[src/rtl/sonic_echo_responder.sv]
// Responder side of an ultrasonic trigger/echo ranging link: accepts a trigger pulse,
// waits a burst delay, then returns an echo pulse whose width encodes distance_cm.
module sonic_echo_responder #(
  parameter int unsigned DIST_W       = 9,
  parameter int unsigned CNT_W        = 22,
  parameter int unsigned TRIG_MIN_CYC = 1000,
  parameter int unsigned BURST_CYC    = 20000,
  parameter int unsigned CYC_PER_CM   = 5883,
  parameter int unsigned MAX_CM       = 400,
  parameter int unsigned TIMEOUT_CYC  = 3800000,
  parameter int unsigned HOLDOFF_CYC  = 1000
) (
  input  logic              clk,
  input  logic              rst,
  input  logic              trig,
  input  logic [DIST_W-1:0] distance_cm,
  output logic              echo,
  output logic              busy,
  output logic              out_of_range,
  output logic              short_trig,
  output logic              ignored_trig
);

  localparam int unsigned PROD_W = DIST_W + CNT_W;

  localparam logic [CNT_W-1:0]  ONE        = CNT_W'(1);
  localparam logic [CNT_W-1:0]  TRIG_MIN   = CNT_W'(TRIG_MIN_CYC);
  localparam logic [CNT_W-1:0]  BURST_LAST = CNT_W'(BURST_CYC - 1);
  localparam logic [CNT_W-1:0]  HOLD_LAST  = CNT_W'(HOLDOFF_CYC);
  localparam logic [CNT_W-1:0]  TIMEOUT_W  = CNT_W'(TIMEOUT_CYC);
  localparam logic [DIST_W-1:0] MAX_D      = DIST_W'(MAX_CM);

  typedef enum logic [2:0] {
    IDLE,
    TRIG_HI,
    BURST,
    ECHO,
    HOLDOFF
  } state_t;

  state_t             state;
  logic               trig_m;
  logic               trig_s;
  logic               trig_s_d;
  logic               rise;
  logic               fall;
  logic [CNT_W-1:0]   cnt;
  logic [DIST_W-1:0]  dist_q;
  logic [CNT_W-1:0]   width_q;
  logic               in_range;
  logic [PROD_W-1:0]  prod;

  // Two-flop synchronizer plus one delay stage for edge detection
  always_ff @(posedge clk or posedge rst) begin
    if (rst) begin
      trig_m   <= 1'b0;
      trig_s   <= 1'b0;
      trig_s_d <= 1'b0;
    end else begin
      trig_m   <= trig;
      trig_s   <= trig_m;
      trig_s_d <= trig_s;
    end
  end

  assign rise     = trig_s & ~trig_s_d;
  assign fall     = ~trig_s & trig_s_d;
  assign in_range = (dist_q != '0) && (dist_q <= MAX_D);
  assign prod     = PROD_W'(dist_q) * PROD_W'(CYC_PER_CM);

  // Acceptance happens in the cycle the fall is seen; busy shows one cycle later and
  // echo rises BURST_CYC cycles after acceptance, so BURST itself lasts BURST_CYC-1 cycles.
  always_ff @(posedge clk or posedge rst) begin
    if (rst) begin
      state        <= IDLE;
      cnt          <= '0;
      dist_q       <= '0;
      width_q      <= '0;
      echo         <= 1'b0;
      busy         <= 1'b0;
      out_of_range <= 1'b0;
      short_trig   <= 1'b0;
      ignored_trig <= 1'b0;
    end else begin
      short_trig   <= 1'b0;
      ignored_trig <= 1'b0;
      case (state)
        IDLE: begin
          if (rise) begin
            state <= TRIG_HI;
            cnt   <= ONE;
          end
        end
        TRIG_HI: begin
          if (fall) begin
            if (cnt >= TRIG_MIN) begin
              dist_q <= distance_cm;
              busy   <= 1'b1;
              state  <= BURST;
              cnt    <= ONE;
            end else begin
              short_trig <= 1'b1;
              state      <= IDLE;
              cnt        <= '0;
            end
          end else if (trig_s && (cnt != '1)) begin
            cnt <= cnt + ONE;
          end
        end
        BURST: begin
          if (rise) ignored_trig <= 1'b1;
          if (cnt == ONE) width_q <= in_range ? CNT_W'(prod) : TIMEOUT_W;
          if (cnt == BURST_LAST) begin
            echo         <= 1'b1;
            out_of_range <= ~in_range;
            state        <= ECHO;
            cnt          <= ONE;
          end else begin
            cnt <= cnt + ONE;
          end
        end
        ECHO: begin
          if (rise) ignored_trig <= 1'b1;
          if (cnt == width_q) begin
            echo  <= 1'b0;
            state <= HOLDOFF;
            cnt   <= ONE;
          end else begin
            cnt <= cnt + ONE;
          end
        end
        HOLDOFF: begin
          if (rise) ignored_trig <= 1'b1;
          if (cnt == HOLD_LAST) begin
            busy  <= 1'b0;
            state <= IDLE;
            cnt   <= '0;
          end else begin
            cnt <= cnt + ONE;
          end
        end
        default: begin
          state <= IDLE;
          cnt   <= '0;
        end
      endcase
    end
  end

endmodule
[config.mk]
export PLATFORM = sky130hd
export DESIGN_NAME = sonic_echo_responder
export DESIGN_NICKNAME = d
export VERILOG_FILES = /design/src/rtl/sonic_echo_responder.sv
export SDC_FILE = /design/constraint.sdc
export NUM_CORES = 1
export LEC_CHECK = 0
export CAP_MARGIN = 30
export CORE_ASPECT_RATIO = 0.7
export CORE_UTILIZATION = 57
export CTS_CLUSTER_SIZE = 24
export DETAILED_ROUTE_END_ITERATION = 12
export PLACE_DENSITY_LB_ADDON = 0.15
export REMOVE_ABC_BUFFERS = 1
export SYNTH_ARGS = -nofsm -noshare
export SYNTH_HDL_FRONTEND = slang
export SYNTH_SLANG_ARGS = --single-unit
[constraint.sdc]
create_clock -name clk -period 4.8 [get_ports clk]
set_clock_uncertainty 0.2 [all_clocks]
set_input_delay 0.96 -clock clk [delete_from_list [all_inputs] [get_ports clk]]
set_output_delay 0.96 -clock clk [all_outputs]
set_load 0.03 [all_outputs]
==> impl_results.rst <==
.. list-table::
   :header-rows: 1

   * - Metric
     - Value
   * - Worst R2R Path Depth
     - 16
   * - Crit Path Max Fanout
     - 3
   * - Final period demand of the worst path
     - 4.65 ns
   * - Pin count of the biggest net entering global routing
     - 47
   * - Switching share of power
     - 0.290
   * - Share of the clock period used by the worst path after layout
     - 0.970
   * - Via count of the first global-routing pass
     - ~4600
   * - Startpoint of the most critical register-to-register path
     - dist_q[5]
   * - Startpoint of the most critical hold path
     - trig_m
   * - First drt pass iteration count
     - 5
   * - Initial DRC Count
     - 309
   * - Placed insts
     - roughly 750
   * - Core footprint
     - 9290 um2
   * - Setup crit end kind
     - register
   * - Largest family of logic cells by synthesized area
     - adder cells
   * - Ys Warns
     - 0
   * - Worst-skew pair later-pin latency
     - 0.34 ns
   * - Pint
     - 1.12 mW
   * - Num CTS Buffers
     - 9
   * - CTS hold repair buffers
     - 0
   * - Type of the worst min-delay path
     - register to register
   * - Async S/R FF share, synth
     - 1.00
   * - Fraction of final layout cells with drive strength greater than 1
     - 0.140
   * - Simple-gate area share of the yosys netlist
     - 0.156
   * - Row count
     - 29
   * - H-Tree Depth
     - 3
   * - Die area
     - 10200 um2
   * - Clock Power Share
     - 0.470
   * - Worst flop-to-flop path endpoint
     - width_q[19]
   * - Final worst slack
     - 0.145 ns
   * - Status
     - complete, no violations
   * - EDFF count, synth
     - 0
   * - Post-DR vias/cell
     - 5.99
   * - Worst slew margin relative to its limit
     - 0.531
   * - Post-detailed-route count of antenna-violating nets
     - 0
   * - Mux share of post-synthesis cell area
     - 0.00402
   * - Biggest area contributors in the synthesized netlist
     - sky130_fd_sc_hd__dfrtp_1 (29%), sky130_fd_sc_hd__fa_1 (16%), sky130_fd_sc_hd__ha_1 (12%)
   * - Pins Over Slew Limit
     - 0
   * - CTS tree
     - built
   * - Area share of the leading cell type in the synthesized netlist
     - 0.286
   * - Maximum ir drop on the vdd rail
     - 0.223 mV
   * - Unrepaired setup endpoints after global routing
     - yes
   * - Residual DRC
     - 0
   * - Post-Synth Adder-Cell Area
     - 0.279
   * - Data arrival time of the critical path
     - 4.68 ns
   * - Detailed-route wire length
     - 14700 um
   * - Port bufs
     - 16
   * - Area share of xor/xnor cells in the synthesized design
     - 0.0625
   * - Highest clock rate
     - 215 MHz
   * - Global Route Usage Sum
     - 0.307
   * - Worst Path Required
     - 4.82 ns
   * - Count of state elements after synthesis
     - 64
   * - Worst setup slack before clock tree synthesis
     - -0.119 ns
   * - Dominant cell type by area after synthesis
     - sky130_fd_sc_hd__dfrtp_1
   * - Gate count after technology mapping
     - 605
   * - Post-layout instance count excluding filler cells
     - 773
   * - Post-layout nets
     - 754
   * - Class of the most critical setup path
     - register to register
   * - Post-synthesis sequential area ratio
     - 0.286
   * - Initial antenna violation count
     - 0
   * - Area growth from synthesis to layout
     - 18.8%
   * - Share of the synthesized area in compound gates (AO/OA/AOI/OAI)
     - 0.140
   * - Overflow after GRT
     - 0
   * - Transition at the pin with the smallest max-transition slack
     - 0.700 ns
   * - Deepest clock path buffer count
     - 2
   * - Gate power share
     - 0.150
   * - Global-route wire length before repair
     - 23700 um
   * - Net switching power figure
     - 456 uW
   * - Depth of the worst hold-timing path
     - 0
   * - Cell chosen for the clock root
     - sky130_fd_sc_hd__clkbuf_16
   * - Clock transition at the register clock pins on the worst setup and hold paths after CTS
     - 0.06 ns
   * - Reported leakage power
     - 3.35 nW
   * - Number of antenna repair diodes
     - 0
   * - Initial standard-cell utilization of the core
     - 0.603
   * - Placed wire-length estimate after detailed placement
     - 10900 um
   * - Average wire length per cell after detail routing
     - roughly 19 um
   * - Number of distinct library cells after synthesis
     - 51
   * - Floorplan die height
     - 85.0 um
   * - Total number of clock tree sinks
     - 64
   * - RD Place Congestion
     - 0.940
   * - Power per unit of standard cell area
     - 236 nW/um2
   * - Total power draw
     - 1.57 mW
   * - Final hold violations
     - 0
   * - Syn Std Cell Area
     - 5600 um2
   * - Max-cap check violation count
     - 0
   * - Dominant register cell in the synthesized netlist
     - sky130_fd_sc_hd__dfrtp_1
   * - Hold path endpoint
     - trig_s
   * - Total via count in the routed design
     - approximately 4600
   * - Die span in x
     - 121 um
   * - Top-Level Pins
     - 17
   * - Average instance area after synthesis
     - 9.26 um2
   * - Portion of total power attributed to sequential cells
     - 0.381
   * - Register-to-register setup slack
     - 0.15 ns
   * - Final-report setup violation count
     - 0
   * - Element type at the critical path start
     - register
==> cells in the mapped netlist, drive strengths merged, types with 9 or more instances <==
master	n
nor2	39
fa	45
nor4	10
inv	85
a21oi	19
a21o	9
nand3	14
xnor2	11
nand2	49
o21ai	37
clkbuf	15
and3	12
nor3	14
ha	53
nor2b	12
a22o	16
xor2	29
dfrtp	64
==> layout make-up <==
class                           instances  area [um2]
Multi-Input combinational cell        435        3820
Fill cell                             709        2630
Sequential cell                        64        1610
Timing Repair Buffer                   49         424
Inverter                               85         319
Clock buffer                           10         239
Tap cell                              124         155
Clock inverter                          6        92.6
==> metal layers <==
metal | share of wire | vias to the layer above | routed length, um | track usage
met5 | 0 | - | 0 | 0
met4 | 0.015 | 0 | 226 | 0.0853
met3 | 0.087 | 22 | 1280 | 0.0894
met2 | 0.42 | 165 | 6250 | 0.415
met1 | 0.47 | 2315 | 6960 | 0.473
li1 | - | 2129 | - | -
==> repair_timing <==
item	4_1_cts	5_1_grt
endpoints found under the setup margin	4	6
pin swaps	0	29
gates resized for setup	3	42
setup buffers	0	3
endpoints found under the hold margin	0	0
==> worst max-delay path, cell delays in order, from the launching register on <==
cell	delay, ns
sky130_fd_sc_hd__dfrtp_1	0.40
sky130_fd_sc_hd__fa_2	0.61
sky130_fd_sc_hd__buf_6	0.11
sky130_fd_sc_hd__fa_1	0.44
sky130_fd_sc_hd__fa_1	0.52
sky130_fd_sc_hd__inv_1	0.07
sky130_fd_sc_hd__fa_1	0.52
sky130_fd_sc_hd__inv_2	0.05
sky130_fd_sc_hd__ha_4	0.24
sky130_fd_sc_hd__a21oi_2	0.14
sky130_fd_sc_hd__o211ai_1	0.16
sky130_fd_sc_hd__a221oi_2	0.36
sky130_fd_sc_hd__a21oi_2	0.13
sky130_fd_sc_hd__buf_4	0.17
sky130_fd_sc_hd__a31oi_4	0.17
sky130_fd_sc_hd__xor2_1	0.15
sky130_fd_sc_hd__a21oi_1	0.08
==> flip-flops by register name, indices dropped and copies added, names as in the netlist, 3 cells and up <==
signal	count
cnt	22
dist_q	9
state	3
width_q	22
==> cell families after synthesis <==
| logic type | after synthesis |
|---|---|
| AND/OR/NAND/NOR | 176 |
| AO/OA/AOI/OAI | 119 |
| buffers and inverters | 106 |
| adder cells (fa/ha/maj) | 98 |
| flip-flops | 64 |
| XOR/XNOR | 40 |
| multiplexers | 2 |
==> power groups by stage <==
stage / clock [mW] / combinational, mW / sequential (mW)
CTS: 0.743 / 0.231 / 0.598
finish: 0.739 / 0.235 / 0.599
detailed placement: 0 / 0.227 / 0.607
global route: 0.761 / 0.264 / 0.602
global placement: 0 / 0.218 / 0.606
floorplan: 0 / 0.158 / 0.598
==> cell usage in the layout, fill, tap and decap left out, drive strengths merged, types with 3 or more instances in the layout <==
cell type      count
ha                53
and2               3
dfrtp             64
nor2              39
nor2b             12
clkdlybuf4s50     16
a22o              16
o21a               3
xnor2             11
nor3              14
nor4              10
xor2              29
o211ai             3
a221oi             3
fa                45
inv               85
a21o               9
o22a               6
nand3             14
buf               33
clkbuf            10
or3                5
o21ai             37
and3              12
a21oi             19
a31oi              8
nand4              8
nand2             49
==> stage by stage <==
stage | hold WS, ns | setup TNS, ns | util | instance area [um2]
after floorplan | 0.131 | 0 | - | 5510
after global placement | 0.134 | -0.166 | 0.652 | 6060
after detailed placement | 0.137 | -0.416 | 0.652 | 6060
after CTS | 0.150 | 0 | 0.690 | 6410
after global routing | 0.163 | -0.00711 | 0.716 | 6660
final | 0.148 | 0 | 0.716 | 6660
==> worst max path at each step <==
stage          depth (start not counted)     endpoint  slack (ns)  startpoint
4_1_cts                               15  width_q[18]       0.002   dist_q[3]
3_5_place_dp                          15  width_q[18]       -0.12   dist_q[3]
6_report                              16  width_q[19]        0.15   dist_q[5]
3_3_place_gp                          15  width_q[18]       -0.07   dist_q[3]
5_1_grt                               17  width_q[19]      -0.007   dist_q[7]
2_1_floorplan                         14  width_q[21]        0.18   dist_q[4]
Note: power is estimated with default switching activity, not from simulation.
